**config.mk**
```make
export PLATFORM = sky130hd
export DESIGN_NAME = regwrite_arbiter
export DESIGN_NICKNAME = d
export VERILOG_FILES = /design/src/rtl/regwrite_arbiter.sv
export SDC_FILE = /design/constraint.sdc
export NUM_CORES = 1
export LEC_CHECK = 0
export CELL_PAD_IN_SITES_DETAIL_PLACEMENT = 0
export CELL_PAD_IN_SITES_GLOBAL_PLACEMENT = 1
export CORE_MARGIN = 2
export CORE_UTILIZATION = 28
export DETAILED_ROUTE_END_ITERATION = 10
export HOLD_SLACK_MARGIN = 0.02
export PLACE_DENSITY = 0.87
export SLEW_MARGIN = 20
export SYNTH_ARGS = -nofsm -noshare
export SYNTH_HDL_FRONTEND = slang
export SYNTH_SLANG_ARGS = --single-unit
```
**constraint.sdc**
```tcl
create_clock -name clk -period 4.3 [get_ports clk]
set_input_delay 1.075 -clock clk [delete_from_list [all_inputs] [get_ports clk]]
set_output_delay 1.075 -clock clk [all_outputs]
set_load 0.03 [all_outputs]
```
**src/rtl/regwrite_arbiter.sv**
```systemverilog
// Shares the regfile write port between writeback and a 1-entry MDU
// holding buffer; an ageing counter forces the buffered result through.
//
// Ports:
//   clk, reset (async, active-high)
//   pipe_valid/pipe_dst/pipe_data : writeback register write
//   pipe_stall                    : writeback must hold this cycle
//   mdu_valid/mdu_dst/mdu_data    : MDU result, accepted when mdu_ready
//   wvalid/wa/wd                  : regfile write port
//   pending/pending_dst           : buffer occupancy for decode hazards
module regwrite_arbiter #(
  parameter int DATA_W   = 64,
  parameter int ADDR_W   = 5,
  parameter int MAX_WAIT = 4
) (
  input  logic              clk,
  input  logic              reset,
  input  logic              pipe_valid,
  input  logic [ADDR_W-1:0] pipe_dst,
  input  logic [DATA_W-1:0] pipe_data,
  output logic              pipe_stall,
  input  logic              mdu_valid,
  output logic              mdu_ready,
  input  logic [ADDR_W-1:0] mdu_dst,
  input  logic [DATA_W-1:0] mdu_data,
  output logic              wvalid,
  output logic [ADDR_W-1:0] wa,
  output logic [DATA_W-1:0] wd,
  output logic              pending,
  output logic [ADDR_W-1:0] pending_dst
);

  localparam int CW = $clog2(MAX_WAIT + 1);

  typedef enum logic {
    EMPTY = 1'b0,
    HELD  = 1'b1
  } state_t;

  state_t            state;
  logic [ADDR_W-1:0] buf_dst;
  logic [DATA_W-1:0] buf_data;
  logic [CW-1:0]     wait_cnt;

  logic buf_valid;
  logic aged;
  logic clash;
  logic buf_gnt;
  logic pipe_gnt;

  assign buf_valid = (state == HELD);
  assign aged      = (wait_cnt == CW'(MAX_WAIT));
  assign clash     = (pipe_dst == buf_dst);

  // Same-dst collision drains the older buffered write first.
  assign buf_gnt  = buf_valid &&
                    (!pipe_valid || aged || clash);
  assign pipe_gnt = !buf_gnt && pipe_valid;

  assign mdu_ready   = !buf_valid;
  assign pending     = buf_valid;
  assign pending_dst = buf_valid ? buf_dst : '0;
  assign pipe_stall  = pipe_valid && buf_gnt;

  // Writes to x0 are consumed but never enabled.
  always_comb begin
    wvalid = 1'b0;
    wa     = '0;
    wd     = '0;
    unique case (1'b1)
      buf_gnt: begin
        wvalid = (buf_dst != '0);
        wa     = buf_dst;
        wd     = buf_data;
      end
      pipe_gnt: begin
        wvalid = (pipe_dst != '0);
        wa     = pipe_dst;
        wd     = pipe_data;
      end
      default: ;
    endcase
  end

  always_ff @(posedge clk or posedge reset) begin
    if (reset) begin
      state    <= EMPTY;
      buf_dst  <= '0;
      buf_data <= '0;
      wait_cnt <= '0;
    end else begin
      unique case (state)
        EMPTY: begin
          if (mdu_valid) begin
            state    <= HELD;
            buf_dst  <= mdu_dst;
            buf_data <= mdu_data;
            wait_cnt <= '0;
          end
        end
        HELD: begin
          if (buf_gnt) begin
            state    <= EMPTY;
            wait_cnt <= '0;
          end else if (!aged) begin
            wait_cnt <= wait_cnt + 1'b1;
          end
        end
      endcase
    end
  end

endmodule
```
==> results.cfg, run 1 <==
[setup_path]
start_kind = input pin
crit_chain = clkdlybuf4s50_1 -> xor2_1 -> nor3_2 -> a31oi_4 -> nor2_4 -> buf_12 -> o22ai_1 -> dlygate4sd2_1
r2r_slack_ns = 2.36
r2r-end = buf_data[55]
worstReg2RegStart = pending
cp.arrival_ns = 3.09
worstSetupEndpointType = primary output
r2r.worst_path.cells = 4
max_stage_delay_ns = 0.47
worstSetupPathType = input pin to primary output
cp.required_ns = 3.22
cpMaxStageDelayCell = clkdlybuf4s50_1
crit_fanout = 55

[detailed_routing]
num_vias = 3935
initialDrtViolationCount = 128
drt-wirelength-per-cell_um = 16.0
first_pass_iters = 4
drc = 0
wl_um = 12900
ant_nets = 0
routed_via_density = 4.89

[timing]
rsz0062_at_grt = no
clock.fmax_mhz = 240
worst_slew_pin_slew_ns = 0.946
fin_crit_ns = 4.16
setup_violations = 0
worst_slack_ns = 0.137
period_share_pct = 96.8
slew_violations = 0
fin_skew_ns = 0.00608
tns_ns = 0
relSlewSlack_pct = 36.9
finalHoldViolations = 0

[yosys]
ys_ff_latch = 73
synth-simple-area-share_pct = 14.7
ys_seq_area_share_pct = 45.9
synth_top_cell_by_area = dfrtp_1
syn_inst = 415
async_reset_ff_share_pct = 100
synth_area_leaders = dfrtp_1, mux2_2, nand2_1, o22ai_1, clkbuf_1
synth_xor_area_share_pct = 1.32
synth_area_um2 = 3980
synth_edf_count = 0
ys.warnings.count = 0
synth-adder-area-share_pct = 0.629
yosys.cell_count.top_type = nand2_1
synth.top_cell.area_share_pct = 45.9
synth.top_cells.by_count = nand2_1, dfrtp_1, mux2_2, o22ai_1, clkbuf_1
avgSynthCellArea_um2 = 9.58
synthDistinctLibCells = 25
ys.flop_type = dfrtp_1
syn_nets = 559
synth-compound-area-share_pct = 13.0
synthMuxAreaShare_pct = 19.5
synth_top_family_by_area = multiplexers

[power_and_ir_drop]
ir_drop_v = 0.000192
leakagePower_nw = 2.83
p_seq_share_pct = 33.9
p_int_w = 0.00188
power_switching_w = 0.00106
clkPwrFrac_pct = 23.6
p_per_area_nw_per_um2 = 447
swShare_pct = 36.0
p_comb_share_pct = 42.5

[die]
die_area_um2 = 15200
die_h_um = 123
io_pins = 220
start_util_pct = 28.7
rows = 43
die_w_um = 123
core_area_um2 = 13900

[placement]
post-dp-hpwl_um = 9370
portBuffers = 219
dp_slack_ns = -0.0810
gp_congestion = 0.790

[job]
drv_cap = 0

[layout]
syn2layout_area_growth_pct = 65.2
fillers = 1307
drive_above_1_share_pct = 23.2
fin_util_pct = 47.3
diodes = 0
fin_nets = 764

[hold_path]
holdPathStages = 1
hold_start = buf_data[19]
min_path_type = flip-flop to flip-flop
hold_path_end = buf_data[19]

[global_routing]
grt_start_max_net_pins = 67
grt_pass1_wl_um = 19500
grt_pass1_vias = 3929
gr-usage-all-layers_pct = 16.7
overflow = 0
grt_antenna_before_repair = 0

[clock_tree]
root_buffer = clkbuf_16
path_clk_slew_ns = 0.05
cts_max_path_buffers = 2
clk_latency_ns = 0.33
numClockSinks = 73
cts_made_buffers = 9
cts_tree = built
htreeDepth = 3

[status]
status = finished, final reports clean
## power groups by stage
stage                     clock, W  sequential (W)  combinational [W]
after detailed placement         0         0.00101            0.00130
after global routing      0.000748         0.00102            0.00134
final                     0.000692        0.000997            0.00125
after global placement           0        0.000997            0.00128
after floorplan                  0        0.000964           0.000793
after CTS                 0.000719        0.000999            0.00126
## logic make-up (layout without fill, tap and decap cells)
| family | after synthesis | count (layout) |
|---|---|---|
| and+or+nand+nor | 145 | 145 |
| adders and majority gates | 2 | 2 |
| xor gates and xnor gates | 6 | 6 |
| AOI/OAI and AO/OA | 78 | 78 |
| buffers and inverters | 42 | 252 |
| DFF | 73 | 73 |
| muxes | 69 | 69 |
## metal layers
metal | global-route usage [%] | vias to the layer above | part of all wire (%)
li1 | - | 1864 | -
met5 | 0 | - | 0
met2 | 28.5 | 162 | 48
met1 | 19.4 | 1896 | 42
met3 | 5.44 | 13 | 8.4
met4 | 6.61 | 0 | 1.5
## sequential cells by signal, indices dropped and copies added, names as in the netlist
| name | flops |
|---|---|
| buf_data | 64 |
| buf_dst | 5 |
| wait_cnt | 3 |
| pending | 1 |
## worst max path at each step
stage	start	to	slack (ns)	cells after the start
after CTS	pipe_dst[0]	wa[2]	0.03	9
after detailed placement	pipe_dst[0]	wd[33]	-0.08	7
after global routing	pipe_dst[0]	wd[33]	0.02	8
after floorplan	pipe_dst[0]	pipe_stall	0.63	6
after global placement	pipe_dst[0]	wd[39]	0.005	7
final	pipe_dst[0]	wd[33]	0.14	8
## stage by stage
stage / hold WS (ns) / total power, W / cell area (um^2) / instances
finish: 0.505 / 0.00294 / 6570 / 805
global route: 0.519 / 0.00311 / 6570 / 805
CTS: 0.508 / 0.00298 / 6580 / 806
detailed placement: 0.496 / 0.00230 / 6340 / 790
global placement: 0.489 / 0.00227 / 6340 / 790
floorplan: 0.481 / 0.00176 / 3980 / 415
## worst max-delay path: cells and delay by family
| family | cells | cell delay (ns) |
|---|---|---|
| simple gates | 2 | 0.41 |
| xor+xnor | 1 | 0.18 |
| compound gates | 2 | 0.29 |
| buf+inv | 3 | 1.12 |
## final cells by class
class	instances	area [um^2]	area share, %
Inverter	5	20.0	0.305
Multi-Input combinational cell	300	1960	29.9
Clock buffer	13	260	3.96
Tap cell	180	225	3.43
Sequential cell	73	1830	27.8
Clock inverter	3	15.0	0.228
Timing Repair Buffer	231	2260	34.4
## placed cells by master, fill, tap and decap left out, types with 4 or more instances in the layout
master / n
clkbuf_16: 9
buf_12: 10
o21ai_0: 5
a22o_1: 5
dlygate4sd2_1: 28
inv_1: 4
nand2_1: 132
clkdlybuf4s50_1: 147
xor2_1: 4
o22ai_1: 64
buf_4: 45
and2_1: 5
mux2_2: 69
clkinv_2: 4
dfrtp_1: 72
## timing repair
item                                    4_1_cts  5_1_grt
hold buffers                                  0        0
buffers inserted                              0        0
endpoints found under the setup margin       28        4
gates resized for setup                      28        0
gates cloned                                  0        0
Power figures use the tool's default switching activity.
==> inputs of run 2 (changes only) <==
--- a/config.mk
+++ b/config.mk
@@ -12,6 +12,7 @@
 export DETAILED_ROUTE_END_ITERATION = 10
 export HOLD_SLACK_MARGIN = 0.02
 export PLACE_DENSITY = 0.87
+export SKIP_CTS_REPAIR_TIMING = 1
 export SLEW_MARGIN = 20
 export SYNTH_ARGS = -nofsm -noshare
 export SYNTH_HDL_FRONTEND = slang
==> results.cfg, run 2 (synthesis results as in run 1) <==
[status]
status = finished, final reports clean

[timing]
hold_slack_ns = 0.505
period_share_pct = 94.5
setup_violations = 0
slew_violations = 0
relSlewSlack_pct = 36.6
fin_skew_ns = 0.00603
clock.fmax_mhz = 246
fin_crit_ns = 4.06
rsz0062_at_grt = no
tns_ns = 0
finalHoldViolations = 0
worst_slew_pin_slew_ns = 0.951

[power_and_ir_drop]
swShare_pct = 35.6
p_int_w = 0.00191
leakagePower_nw = 3.13
clkPwrFrac_pct = 23.3
ir_drop_v = 0.000196
power_w = 0.00296
p_per_area_nw_per_um2 = 444
power_switching_w = 0.00106
p_comb_share_pct = 43.0
p_seq_share_pct = 33.6

[setup_path]
worstSetupPathType = input pin to primary output
max_stage_delay_ns = 0.47
start_kind = input pin
crit_fanout = 55
cp.required_ns = 3.22
worstSetupEndpointType = primary output
cpMaxStageDelayCell = clkdlybuf4s50_1
crit_chain = clkdlybuf4s50_1 -> xor2_1 -> nor3_2 -> a31oi_4 -> nor2_4 -> buf_12 -> o22ai_1 -> dlymetal6s2s_1
cp.arrival_ns = 2.99

[detailed_routing]
routed_via_density = 4.87
num_vias = 3921
drt-wirelength-per-cell_um = 16.1
wl_um = 13000
initialDrtViolationCount = 125
drc = 0
first_pass_iters = 4
ant_nets = 0

[layout]
final_common_cell = clkdlybuf4s50_1
multi_input_area_um2 = 1960
final_cell_mix = clkdlybuf4s50_1, nand2_1, dfrtp_1
largest_reg_flops = 64
seqCellArea_um2 = 1830
reg.largest.list = buf_data x64, buf_dst x5, wait_cnt x3
fin_nets = 764
syn2layout_area_growth_pct = 67.9
fillers = 1282
largest_register = buf_data
design_area_um2 = 6680
diodes = 0
drive_above_1_share_pct = 23.2
fin_util_pct = 48.1

[die]
die_w_um = 123
rows = 43
die_h_um = 123
core_area_um2 = 13900
start_util_pct = 28.7
io_pins = 220
die_area_um2 = 15200

[hold_path]
min_path_type = flip-flop to flip-flop

[clock_tree]
cts_tree = built
cts_made_buffers = 9
cts_max_path_buffers = 2
root_buffer = clkbuf_16
htreeDepth = 3
path_clk_slew_ns = 0.05
numClockSinks = 73
clk_latency_ns = 0.33

[global_routing]
grt_start_max_net_pins = 67
grt_antenna_before_repair = 0
grt_pass1_wl_um = 19500
grt_pass1_vias = 3931
gr-usage-all-layers_pct = 16.7
overflow = 0

[placement]
post-dp-hpwl_um = 9370
gp_congestion = 0.790
placed_cell_area_um2 = 6340
portBuffers = 219

[job]
drv_cap = 0
[run 2: cell count changes in the layout (fill, tap and decap cells not counted), sizes merged]
| cell | previous run | this run |
|---|---|---|
| dlygate4sd2 | 28 | 0 |
| dlymetal6s2s | 0 | 28 |
[run 2: layout make-up]
cell class                 instances  area share, %
inverter                           5          0.300
timing repair buffer             231           35.4
multi-input combinational        300           29.4
clock inverter                     3          0.225
tap                              180           3.37
sequential                        73           27.4
clock buffer                      13           3.90
[run 2: through the flow]
stage               setup WS (ns)  instances
floorplan                   0.634        415
global placement          0.00501        790
detailed placement        -0.0810        790
CTS                       -0.0951        806
global route                0.124        805
finish                      0.235        805
[run 2: critical path: cells and delay by family]
kind,cells,cell delay (ns)
buf+inv,3,0.97
xor+xnor,1,0.18
compound gates,2,0.30
simple gates,2,0.41
[run 2: layer usage]
layer  wire [um]  up-vias  global-route usage [%]
met5           0        -                       0
met4         192        0                    6.61
met3        1150       13                    5.44
met2        6210      156                    28.5
met1        5420     1888                    19.4
li1            -     1864                       -
[run 2: final timing paths]
check | start | end | slack, ns | depth (start not counted)
hold reg to reg | buf_data[28] | buf_data[28] | 0.51 | 1
min in group asynchronous | reset | buf_data[41] | 1.25 | 2
hold / removal | buf_data[28] | buf_data[28] | 0.51 | 1
setup reg to reg | pending | buf_data[55] | 2.37 | 4
max in group asynchronous | reset | buf_data[29] | 2.22 | 3
setup / recovery | pipe_dst[0] | wd[43] | 0.24 | 8
[run 2: power groups by stage]
stage	Sequential [W]	Combinational, W	Clock (W)
4_1_cts	0.000999	0.00130	0.000719
6_report	0.000996	0.00128	0.000690
3_5_place_dp	0.00101	0.00130	0
2_1_floorplan	0.000964	0.000793	0
5_1_grt	0.00102	0.00136	0.000748
3_3_place_gp	0.000997	0.00128	0
==> inputs of run 3 (changes only) <==
--- a/config.mk
+++ b/config.mk
@@ -5,6 +5,7 @@
 export SDC_FILE = /design/constraint.sdc
 export NUM_CORES = 1
 export LEC_CHECK = 0
+export CAP_MARGIN = 20
 export CELL_PAD_IN_SITES_DETAIL_PLACEMENT = 0
 export CELL_PAD_IN_SITES_GLOBAL_PLACEMENT = 1
 export CORE_MARGIN = 2
==> results.cfg, run 3 (synthesis results as in run 1) <==
[global_routing]
gr-usage-all-layers_pct = 16.7
grt_pass1_wl_um = 19500
grt_pass1_vias = 3931
grt_antenna_before_repair = 0
overflow = 0
grt_start_max_net_pins = 67

[die]
die_h_um = 123
rows = 43
io_pins = 220
core_area_um2 = 13900
die_w_um = 123
start_util_pct = 28.7
die_area_um2 = 15200

[timing]
finalHoldViolations = 0
clock.fmax_mhz = 246
worst_slack_ns = 0.236
fin_skew_ns = 0.00471
setup_violations = 0
fin_crit_ns = 4.06
relSlewSlack_pct = 63.7
worst_slew_pin_slew_ns = 0.544
rsz0062_at_grt = no
period_share_pct = 94.5
slew_violations = 0

[detailed_routing]
ant_nets = 0
drc = 0
initialDrtViolationCount = 119
num_vias = 3941
wl_um = 13000
drt-wirelength-per-cell_um = 16.1
first_pass_iters = 4
routed_via_density = 4.89

[clock_tree]
clk_latency_ns = 0.33
cts_max_path_buffers = 2
cts_made_buffers = 9
root_buffer = clkbuf_16
cts_tree = built
htreeDepth = 3
numClockSinks = 73
path_clk_slew_ns = 0.05

[power_and_ir_drop]
leakagePower_nw = 3.14
p_per_area_nw_per_um2 = 443
ir_drop_v = 0.000198

[setup_path]
worstSetupPathType = input pin to primary output
worstSetupEndpointType = primary output
cpMaxStageDelayCell = clkdlybuf4s50_1
cp.arrival_ns = 2.99
r2r_slack_ns = 2.37
max_stage_delay_ns = 0.47
cpLargestDelayFamily = buffers and inverters
start_kind = input pin
crit_chain = clkdlybuf4s50_1 -> xor2_1 -> nor3_2 -> a31oi_4 -> nor2_4 -> buf_12 -> o22ai_1 -> dlymetal6s2s_1
cp.required_ns = 3.22
path_buf_inv = 3
crit_fanout = 55

[placement]
portBuffers = 219
gp_congestion = 0.790
post-dp-hpwl_um = 9370
dp_slack_ns = -0.0810

[layout]
drive_above_1_share_pct = 23.3
largest_register = buf_data
fin_util_pct = 48.3
largest_reg_flops = 64
fin_nets = 765
syn2layout_area_growth_pct = 68.4
diodes = 0
final_cell_mix = clkdlybuf4s50_1, nand2_1, dfrtp_1
final_common_cell = clkdlybuf4s50_1
reg.largest.list = buf_data x64, buf_dst x5, wait_cnt x3

[hold_path]
min_path_type = flip-flop to flip-flop

[status]
status = finished, final reports clean

[job]
drv_cap = 0
run 3: changes by cell type in the layout (fill, tap and decap cells not counted):
| cell | change |
|---|---|
| buf_12 | +1 |
run 3: through the flow:
stage | power (W) | TNS (ns) | hold slack, ns | area (um^2) | cells
2_1_floorplan | 0.00176 | 0 | 0.481 | 3980 | 415
3_3_place_gp | 0.00227 | 0 | 0.489 | 6340 | 790
3_5_place_dp | 0.00230 | -1.36 | 0.496 | 6340 | 790
4_1_cts | 0.00302 | -1.59 | 0.508 | 6620 | 806
5_1_grt | 0.00314 | 0 | 0.519 | 6700 | 806
6_report | 0.00297 | 0 | 0.505 | 6700 | 806
run 3: path summary, 6_finish.rpt:
path                                    from            to  cells past startpoint
worst min register to register  buf_data[28]  buf_data[28]                      1
worst max-delay path             pipe_dst[0]        wd[43]                      8
worst min-delay path            buf_data[28]  buf_data[28]                      1
worst max register to register       pending  buf_data[55]                      4
max in group asynchronous              reset  buf_data[29]                      3
min in group asynchronous              reset  buf_data[41]                      2
run 3: power by group:
part	internal, W	total (W)	switching [W]	leakage, nW
sequential	0.000874	0.000997	0.000123	0.856
clock	0.000419	0.000691	0.000272	0.139
combinational	0.000615	0.00128	0.000662	2.14
total	0.00191	0.00297	0.00106	3.14
run 3: layer usage:
layer,vias to the layer above,GRT usage (%),routed length [um]
met3,13,5.44,1120
met4,0,6.61,192
li1,1867,-,-
met5,-,0,0
met2,155,28.5,6150
met1,1906,19.4,5520
run 3: final cells by class:
class / count / area [um^2]
Fill cell: 1280 / 7180
Timing Repair Buffer: 232 / 2380
Multi-Input combinational cell: 300 / 1960
Sequential cell: 73 / 1830
Clock buffer: 13 / 260
Tap cell: 180 / 225
Inverter: 5 / 20.0
Clock inverter: 3 / 15.0
